==> src/rtl/sync_filt_edge_if.sv <==
// sync_filt_edge_if
//   Bundles the per-channel level/event signals of the input conditioner.
//   All vectors are CH_NUM bits wide, one bit per channel.
//   Ports (signals):
//     async_in   - asynchronous level inputs            (master -> slave)
//     evt_clr    - per-channel clear of evt_sticky      (master -> slave)
//     sync_out   - synchronizer output, unfiltered      (slave -> master)
//     filt_out   - debounced level                      (slave -> master)
//     rise_pls   - one-cycle pulse on filt_out 0->1     (slave -> master)
//     fall_pls   - one-cycle pulse on filt_out 1->0     (slave -> master)
//     evt_sticky - latched rise/fall event flag         (slave -> master)
interface sync_filt_edge_if #(
  parameter int CH_NUM = 4
);
  logic [CH_NUM-1:0] async_in;
  logic [CH_NUM-1:0] evt_clr;
  logic [CH_NUM-1:0] sync_out;
  logic [CH_NUM-1:0] filt_out;
  logic [CH_NUM-1:0] rise_pls;
  logic [CH_NUM-1:0] fall_pls;
  logic [CH_NUM-1:0] evt_sticky;

  modport master (
    output async_in,
    output evt_clr,
    input  sync_out,
    input  filt_out,
    input  rise_pls,
    input  fall_pls,
    input  evt_sticky
  );

  modport slave (
    input  async_in,
    input  evt_clr,
    output sync_out,
    output filt_out,
    output rise_pls,
    output fall_pls,
    output evt_sticky
  );
endinterface

==> src/rtl/sync_filt_edge.sv <==
// sync_filt_edge
//   Multi-channel input conditioner: per channel an ASYNC_REG synchronizer
//   chain, a consecutive-sample glitch filter, registered rise/fall pulses
//   and a sticky event flag. Channels are fully independent.
//   Ports:
//     clk    - sole clock
//     rst_n  - synchronous active-low reset
//     bus    - sync_filt_edge_if slave modport (async_in, evt_clr in;
//              sync_out, filt_out, rise_pls, fall_pls, evt_sticky out)
module sync_filt_edge #(
  parameter int                CH_NUM      = 4,
  parameter int                SYNC_STAGES = 2,
  parameter int                FILT_CNT    = 4,
  parameter logic [CH_NUM-1:0] RST_VAL     = '0
) (
  input  logic            clk,
  input  logic            rst_n,
  sync_filt_edge_if.slave bus
);

  localparam int             CW     = $clog2(FILT_CNT + 1);
  localparam logic [CW-1:0]  CNT_TC = CW'(FILT_CNT - 1);

  (* ASYNC_REG = "TRUE" *) logic [CH_NUM-1:0] sync_q [SYNC_STAGES];
  logic [CH_NUM-1:0] sync_d [SYNC_STAGES];

  logic [CW-1:0]     cnt_q [CH_NUM];
  logic [CW-1:0]     cnt_d [CH_NUM];
  logic [CH_NUM-1:0] filt_q, filt_d;
  logic [CH_NUM-1:0] rise_q, rise_d;
  logic [CH_NUM-1:0] fall_q, fall_d;
  logic [CH_NUM-1:0] sticky_q, sticky_d;
  logic [CH_NUM-1:0] upd;
  logic [CH_NUM-1:0] sync_last;

  assign sync_last = sync_q[SYNC_STAGES-1];

  always_comb begin
    sync_d[0] = bus.async_in;
    for (int k = 1; k < SYNC_STAGES; k++) begin
      sync_d[k] = sync_q[k-1];
    end
  end

  // Counter tracks how many consecutive cycles sync_last has disagreed with
  // filt_q; any agreeing sample discards the partial count.
  always_comb begin
    upd    = '0;
    filt_d = filt_q;
    for (int i = 0; i < CH_NUM; i++) begin
      cnt_d[i] = '0;
      if (sync_last[i] != filt_q[i]) begin
        if (cnt_q[i] == CNT_TC) begin
          filt_d[i] = sync_last[i];
          upd[i]    = 1'b1;
        end else begin
          cnt_d[i] = cnt_q[i] + 1'b1;
        end
      end
    end
  end

  // Pulses are registered alongside filt_q so they line up with the first
  // cycle the new level is visible; set dominates clear on the sticky flag.
  always_comb begin
    rise_d   = upd & sync_last;
    fall_d   = upd & ~sync_last;
    sticky_d = (sticky_q & ~bus.evt_clr) | rise_d | fall_d;
  end

  always_ff @(posedge clk) begin
    if (!rst_n) begin
      for (int k = 0; k < SYNC_STAGES; k++) begin
        sync_q[k] <= RST_VAL;
      end
      for (int i = 0; i < CH_NUM; i++) begin
        cnt_q[i] <= '0;
      end
      filt_q   <= RST_VAL;
      rise_q   <= '0;
      fall_q   <= '0;
      sticky_q <= '0;
    end else begin
      for (int k = 0; k < SYNC_STAGES; k++) begin
        sync_q[k] <= sync_d[k];
      end
      for (int i = 0; i < CH_NUM; i++) begin
        cnt_q[i] <= cnt_d[i];
      end
      filt_q   <= filt_d;
      rise_q   <= rise_d;
      fall_q   <= fall_d;
      sticky_q <= sticky_d;
    end
  end

  assign bus.sync_out   = sync_last;
  assign bus.filt_out   = filt_q;
  assign bus.rise_pls   = rise_q;
  assign bus.fall_pls   = fall_q;
  assign bus.evt_sticky = sticky_q;

endmodule

==> src/flat_wrapper.sv <==
// flat-port wrapper written by rule: the top's interface ports become plain ports
module sync_filt_edge_flat 
#(
  parameter int                CH_NUM      = 4,
  parameter int                SYNC_STAGES = 2,
  parameter int                FILT_CNT    = 4,
  parameter logic [CH_NUM-1:0] RST_VAL     = '0
)
  (clk, rst_n, bus_async_in, bus_evt_clr, bus_sync_out, bus_filt_out, bus_rise_pls, bus_fall_pls, bus_evt_sticky);
  sync_filt_edge_if #(.CH_NUM(CH_NUM)) bus_i ();
  input  logic clk;
  input  logic rst_n;
  input wire logic [$bits(bus_i.async_in)-1:0] bus_async_in;
  input wire logic [$bits(bus_i.evt_clr)-1:0] bus_evt_clr;
  output wire logic [$bits(bus_i.sync_out)-1:0] bus_sync_out;
  output wire logic [$bits(bus_i.filt_out)-1:0] bus_filt_out;
  output wire logic [$bits(bus_i.rise_pls)-1:0] bus_rise_pls;
  output wire logic [$bits(bus_i.fall_pls)-1:0] bus_fall_pls;
  output wire logic [$bits(bus_i.evt_sticky)-1:0] bus_evt_sticky;
  assign bus_i.async_in = bus_async_in;
  assign bus_i.evt_clr = bus_evt_clr;
  assign bus_sync_out = bus_i.sync_out;
  assign bus_filt_out = bus_i.filt_out;
  assign bus_rise_pls = bus_i.rise_pls;
  assign bus_fall_pls = bus_i.fall_pls;
  assign bus_evt_sticky = bus_i.evt_sticky;
  sync_filt_edge #(.CH_NUM(CH_NUM), .SYNC_STAGES(SYNC_STAGES), .FILT_CNT(FILT_CNT), .RST_VAL(RST_VAL)) u_core (.clk(clk), .rst_n(rst_n), .bus(bus_i));
endmodule
==> config.mk <==
export PLATFORM = sky130hd
export DESIGN_NAME = sync_filt_edge_flat
export DESIGN_NICKNAME = d
export VERILOG_FILES = /design/src/rtl/sync_filt_edge_if.sv /design/src/rtl/sync_filt_edge.sv /design/src/flat_wrapper.sv
export SDC_FILE = /design/constraint.sdc
export NUM_CORES = 1
export LEC_CHECK = 0
export ABC_AREA = 1
export ABC_CLOCK_PERIOD_IN_PS = 1100
export CAP_MARGIN = 0
export CORE_MARGIN = 2
export CORE_UTILIZATION = 40
export DETAILED_ROUTE_END_ITERATION = 6
export GPL_ROUTABILITY_DRIVEN = 1
export PLACE_DENSITY = 0.69
export SYNTH_ARGS = -nofsm -noshare
export SYNTH_HDL_FRONTEND = slang
export SYNTH_SLANG_ARGS = --single-unit
==> constraint.sdc <==
create_clock -name clk -period 1.1 [get_ports clk]
set_input_delay 0.33 -clock clk [delete_from_list [all_inputs] [get_ports clk]]
set_output_delay 0.33 -clock clk [all_outputs]
set_load 0.1 [all_outputs]
**Yosys cells after proc, flatten, opt, wreduce, memory -nomap -nowiden**

Memory sizes are Yosys's and may differ from the RTL's.
Cells that the tools add are included.

- Bitwise logic cells: 13
- Add/subtract/negate cells: 4
- Equality and inequality tests: 8
- Multiplexer cells: 24
- Reductions and logical operators: 4

Operator list:

| kind | number |
|---|---|
| two-way mux 3 bit | 12 |
| adder 3 x 1 -> 3 bit (second input constant) | 4 |
| bitwise AND 4 bit | 3 |
| == test 3 x 2 -> 1 bit (second input constant) | 4 |
| two-way mux 1 bit | 10 |
| two-way mux 4 bit | 2 |
| inverter 4 bit | 2 |
| OR 4 bit | 2 |
| AND reduction 2 bit | 4 |
| OR 1 bit | 6 |
| != test 1 bit | 4 |

- Logic and storage cells: 62
- Bits in registers: 16
- Memory bits (writable): 20
- Output and inout port bits: 20
- Bits of input ports: 10
- Memories: 2

Memory list:

| memory | depth | bits a word | rd ports | clocked after Yosys merged registers in | write ports | line | source |
|---|---|---|---|---|---|---|---|
| u_core.cnt_q | 4 | 3 | 4 | 0 | 4 | sync_filt_edge.sv:27 | `logic [CW-1:0] cnt_q [CH_NUM];` |
| u_core.sync_q | 2 | 4 | 2 | 0 | 2 | sync_filt_edge.sv:24 | `(* ASYNC_REG = "TRUE" *) logic [CH_NUM-1:0] sync_q [SYNC_STAGES];` |

**Logic depth before layout (Yosys ltp)**

- Depth in word-level cells: 6
- Depth in mapped cells: 6
- Depth with buffers taken out: 6

**Worst setup path before layout**

No wires, ideal clock.

- Kind: register to register
- Start point: mem u_core.sync_q[1][0], in the netlist u_core.sync_q[0][4]
- End point: mem u_core.cnt_q[0][0] in the netlist's numbering
- Slack: -0.432 ns
- Library setup time: 0.066 ns
- Stages on the path, launching flop included: 5
- Required time: 1.034 ns
- Data arrival time: 1.466 ns
- Cell sequence: dfxtp_1 -> inv_1 -> nand2_1 -> nand4_1 -> nor2_1

RTL lines:

| what | line |
|---|---|
| start: declaration | sync_filt_edge.sv:24 |
| end: declaration | sync_filt_edge.sv:27 |

**Final worst setup path**

- Start point: reg u_core.sticky_q[2], in the netlist u_core.bus.evt_sticky[2]
- End point: out bus_evt_sticky[2]

RTL lines:

| what | line | source |
|---|---|---|
| start: declaration | sync_filt_edge.sv:32 | `logic [CH_NUM-1:0] sticky_q, sticky_d;` |
| start signal: assignment | sync_filt_edge.sv:93 | `sticky_q <= sticky_d;` |
| end: declaration | flat_wrapper.sv:19 | `output wire logic [$bits(bus_i.evt_sticky)-1:0] bus_evt_sticky;` |

No word-level cell between the ends.

==> flow_metrics.env <==
export IMPL_status="finished, violations left"
export IMPL_violations="negative setup slack"
export IMPL_relSlewSlack=0.823
export IMPL_dp_slack_ps=-306
export IMPL_syn_num_nets=160
export IMPL_core_area_um2=3000
export IMPL_timing_final_crit_share=1.10
export IMPL_cp_end_kind="output pin"
export IMPL_insertion_delay_ps=340
export IMPL_synth_compound_area_frac=0.0364
export IMPL_worst_path_buf_inv=1
export IMPL_finalHoldViolCount=0
export IMPL_rsz0062_at_grt="yes"
export IMPL_wirelength_um=2520
export IMPL_p_leak_nw=0.896
export IMPL_peakVddDrop_mv=0.837
export IMPL_use_met1=0.149
export IMPL_cts_tree="yes"
export IMPL_dp_hpwl_um=1720
export IMPL_skew_ps=13.0
export IMPL_ys_seq_elements=36
export IMPL_synthTopCellsByArea="dfxtp_1 58%, inv_1 9.4%, ha_1 8.1%"
export IMPL_io_buffers=29
export IMPL_dpl_cell_count=205
export IMPL_use_met3=0.0590
export IMPL_synthAdderAreaFrac=0.0809
export IMPL_antenna_cells=0
export IMPL_slew_violations=0
export IMPL_boundaryPins=30
export IMPL_fmax_ghz=0.824
export IMPL_drive_gt1_frac=0.415
export IMPL_synthMuxAreaShare=0
export IMPL_synth_simple_area_share=0.196
export IMPL_synth_top_family_by_area="simple AND/OR/NAND/NOR gates"
export IMPL_route_vias_total=1040
export IMPL_synth_top_area_share=0.582
export IMPL_area_growth_pct=67.2
export IMPL_synth_warnings=0
export IMPL_avgSynthCellArea_um2=8.71
export IMPL_cp_top_family="flip-flops"
export IMPL_grt_max_degree=12
export IMPL_overflow=0
export IMPL_synthCells=142
export IMPL_die_w_um=59.6
export IMPL_htreeDepth=2
export IMPL_yosysSeqAreaShare=0.582
export IMPL_first_pass_iters=4
export IMPL_tightest_slew_ps=266
export IMPL_crit_type="reg2out"
export IMPL_cpPeakStageDelay_ps=370
export IMPL_min_path_type="reg2reg"
export IMPL_cp_data_arrival_time_ps=880
export IMPL_start_util=0.412
export IMPL_viasPerCell=4.71
export IMPL_final_cells=221
export IMPL_die_h_um=59.6
export IMPL_crit_fanout=2
export IMPL_drtIter0Drc=28
export IMPL_grt_pass1_vias=1006
export IMPL_rows=20
export IMPL_drv_cap=0
export IMPL_cp_cell_sequence="buf_12"
export IMPL_finalSetupViolCount=20
export IMPL_post_route_drc_count=0
export IMPL_wl_per_cell_um=11.4
export IMPL_startpoint_type="register"
export IMPL_grt_pass1_wl_um=3950
export IMPL_required_ps=770
export IMPL_syn_cell_area_um2=1240
export IMPL_cts_sinks=36
export IMPL_setup_slack_ps=-113
export IMPL_synth_area_leader_cell="dfxtp_1"
export IMPL_grt_busiest_layer="met2"
export IMPL_antenna_found_initial=0
export IMPL_grt_total_usage=0.154
export IMPL_drtAntennaViolNets=0
export IMPL_synth_cell_types=12
export IMPL_synth_xor_area_share=0
export IMPL_dieArea_um2=3550
export IMPL_numCtsBuffers=5
export IMPL_period_needed_ps=1210
export IMPL_cts_root_buffer="clkbuf_4"
export IMPL_crit_slowest_cell="dfxtp_2"
export IMPL_cts_clk_slew_worst_paths_ps=110
export IMPL_place_gp_congestion=0.775
export IMPL_met2_usage=0.270
export IMPL_nNetsFinal=205
export IMPL_hold_ws_ps=410
export IMPL_powerDensity_nw_per_um2=1100
export IMPL_cts_buffer_depth=2
==> through the flow <==
stage / util / power [mW] / area [um^2] / TNS [ps]
6_report: 0.689 / 2.28 / 2070 / -1980
5_1_grt: 0.689 / 2.37 / 2070 / -2940
4_1_cts: 0.654 / 2.28 / 1960 / -2060
3_5_place_dp: 0.606 / 1.51 / 1820 / -7020
3_3_place_gp: 0.606 / 1.50 / 1820 / -6060
2_1_floorplan: - / 1.43 / 1280 / 0
==> cells in the final DEF (no fill, tap or decap), types with 5 or more instances in the layout <==
cell type,count
nand4_1,7
buf_12,20
dfxtp_4,8
ha_4,7
clkdlybuf4s50_1,8
dfxtp_1,11
clkbuf_4,5
dfxtp_2,17
buf_4,10
nor2_1,20
nand2_1,21
inv_1,27
==> timing repair <==
| action | CTS | global route |
|---|---|---|
| pin swaps | 8 | 11 |
| setup buffers | 7 | 1 |
| setup endpoints to repair | 33 | 40 |
| hold buffers | 0 | 0 |
| gates resized for setup | 11 | 22 |
==> power breakdown <==
part,switching [mW],internal [mW],leakage [nW]
clock,0.420,0.376,0.0386
sequential,0.0128,1.31,0.307
combinational,0.0907,0.0758,0.551
total,0.524,1.76,0.896
==> cell type report <==
type                       instances  area [um^2]
clock buffer                       8         68.8
timing repair buffer              40          579
multi-input combinational         73          492
inverter                          31          116
fill                             224          933
sequential                        36          772
tap                               33         41.3
==> cell families after synthesis <==
kind of cell,count (synthesis)
simple gates,56
flops,36
compound gates,9
buf+inv,33
fa+ha+maj,8
==> worst paths after layout <==
check	from	endpoint	slack (ps)	cells past startpoint
setup reg to reg	u_core.cnt_q[0][0]	u_core.bus.filt_out[0]	60	4
hold reg to reg	u_core.cnt_q[0][9]	u_core.cnt_q[0][9]	410	1
setup / recovery	u_core.bus.evt_sticky[2]	bus_evt_sticky[2]	-110	1
hold / removal	u_core.cnt_q[0][9]	u_core.cnt_q[0][9]	410	1
==> per-layer routing <==
layer / wire [um] / share of wire
met1: 934 / 0.37
met2: 1350 / 0.54
met3: 166 / 0.066
met4: 64 / 0.025
met5: 0 / 0
==> state kept, by name, summed over array words and instances, names as in the netlist <==
signal	count
u_core.bus.evt_sticky	4
u_core.bus.fall_pls	4
u_core.bus.filt_out	4
u_core.bus.rise_pls	4
u_core.cnt_q	12
u_core.sync_q	8
==> Yosys cell counts (all sizes together) <==
library cell / count
buf: 2
dfxtp: 36
a21oi: 4
nor2: 20
nand3b: 2
nand3: 6
inv: 31
nand2: 21
nand4: 7
ha: 8
o21ai: 5
No activity file was read; power rests on OpenSTA's default activity.
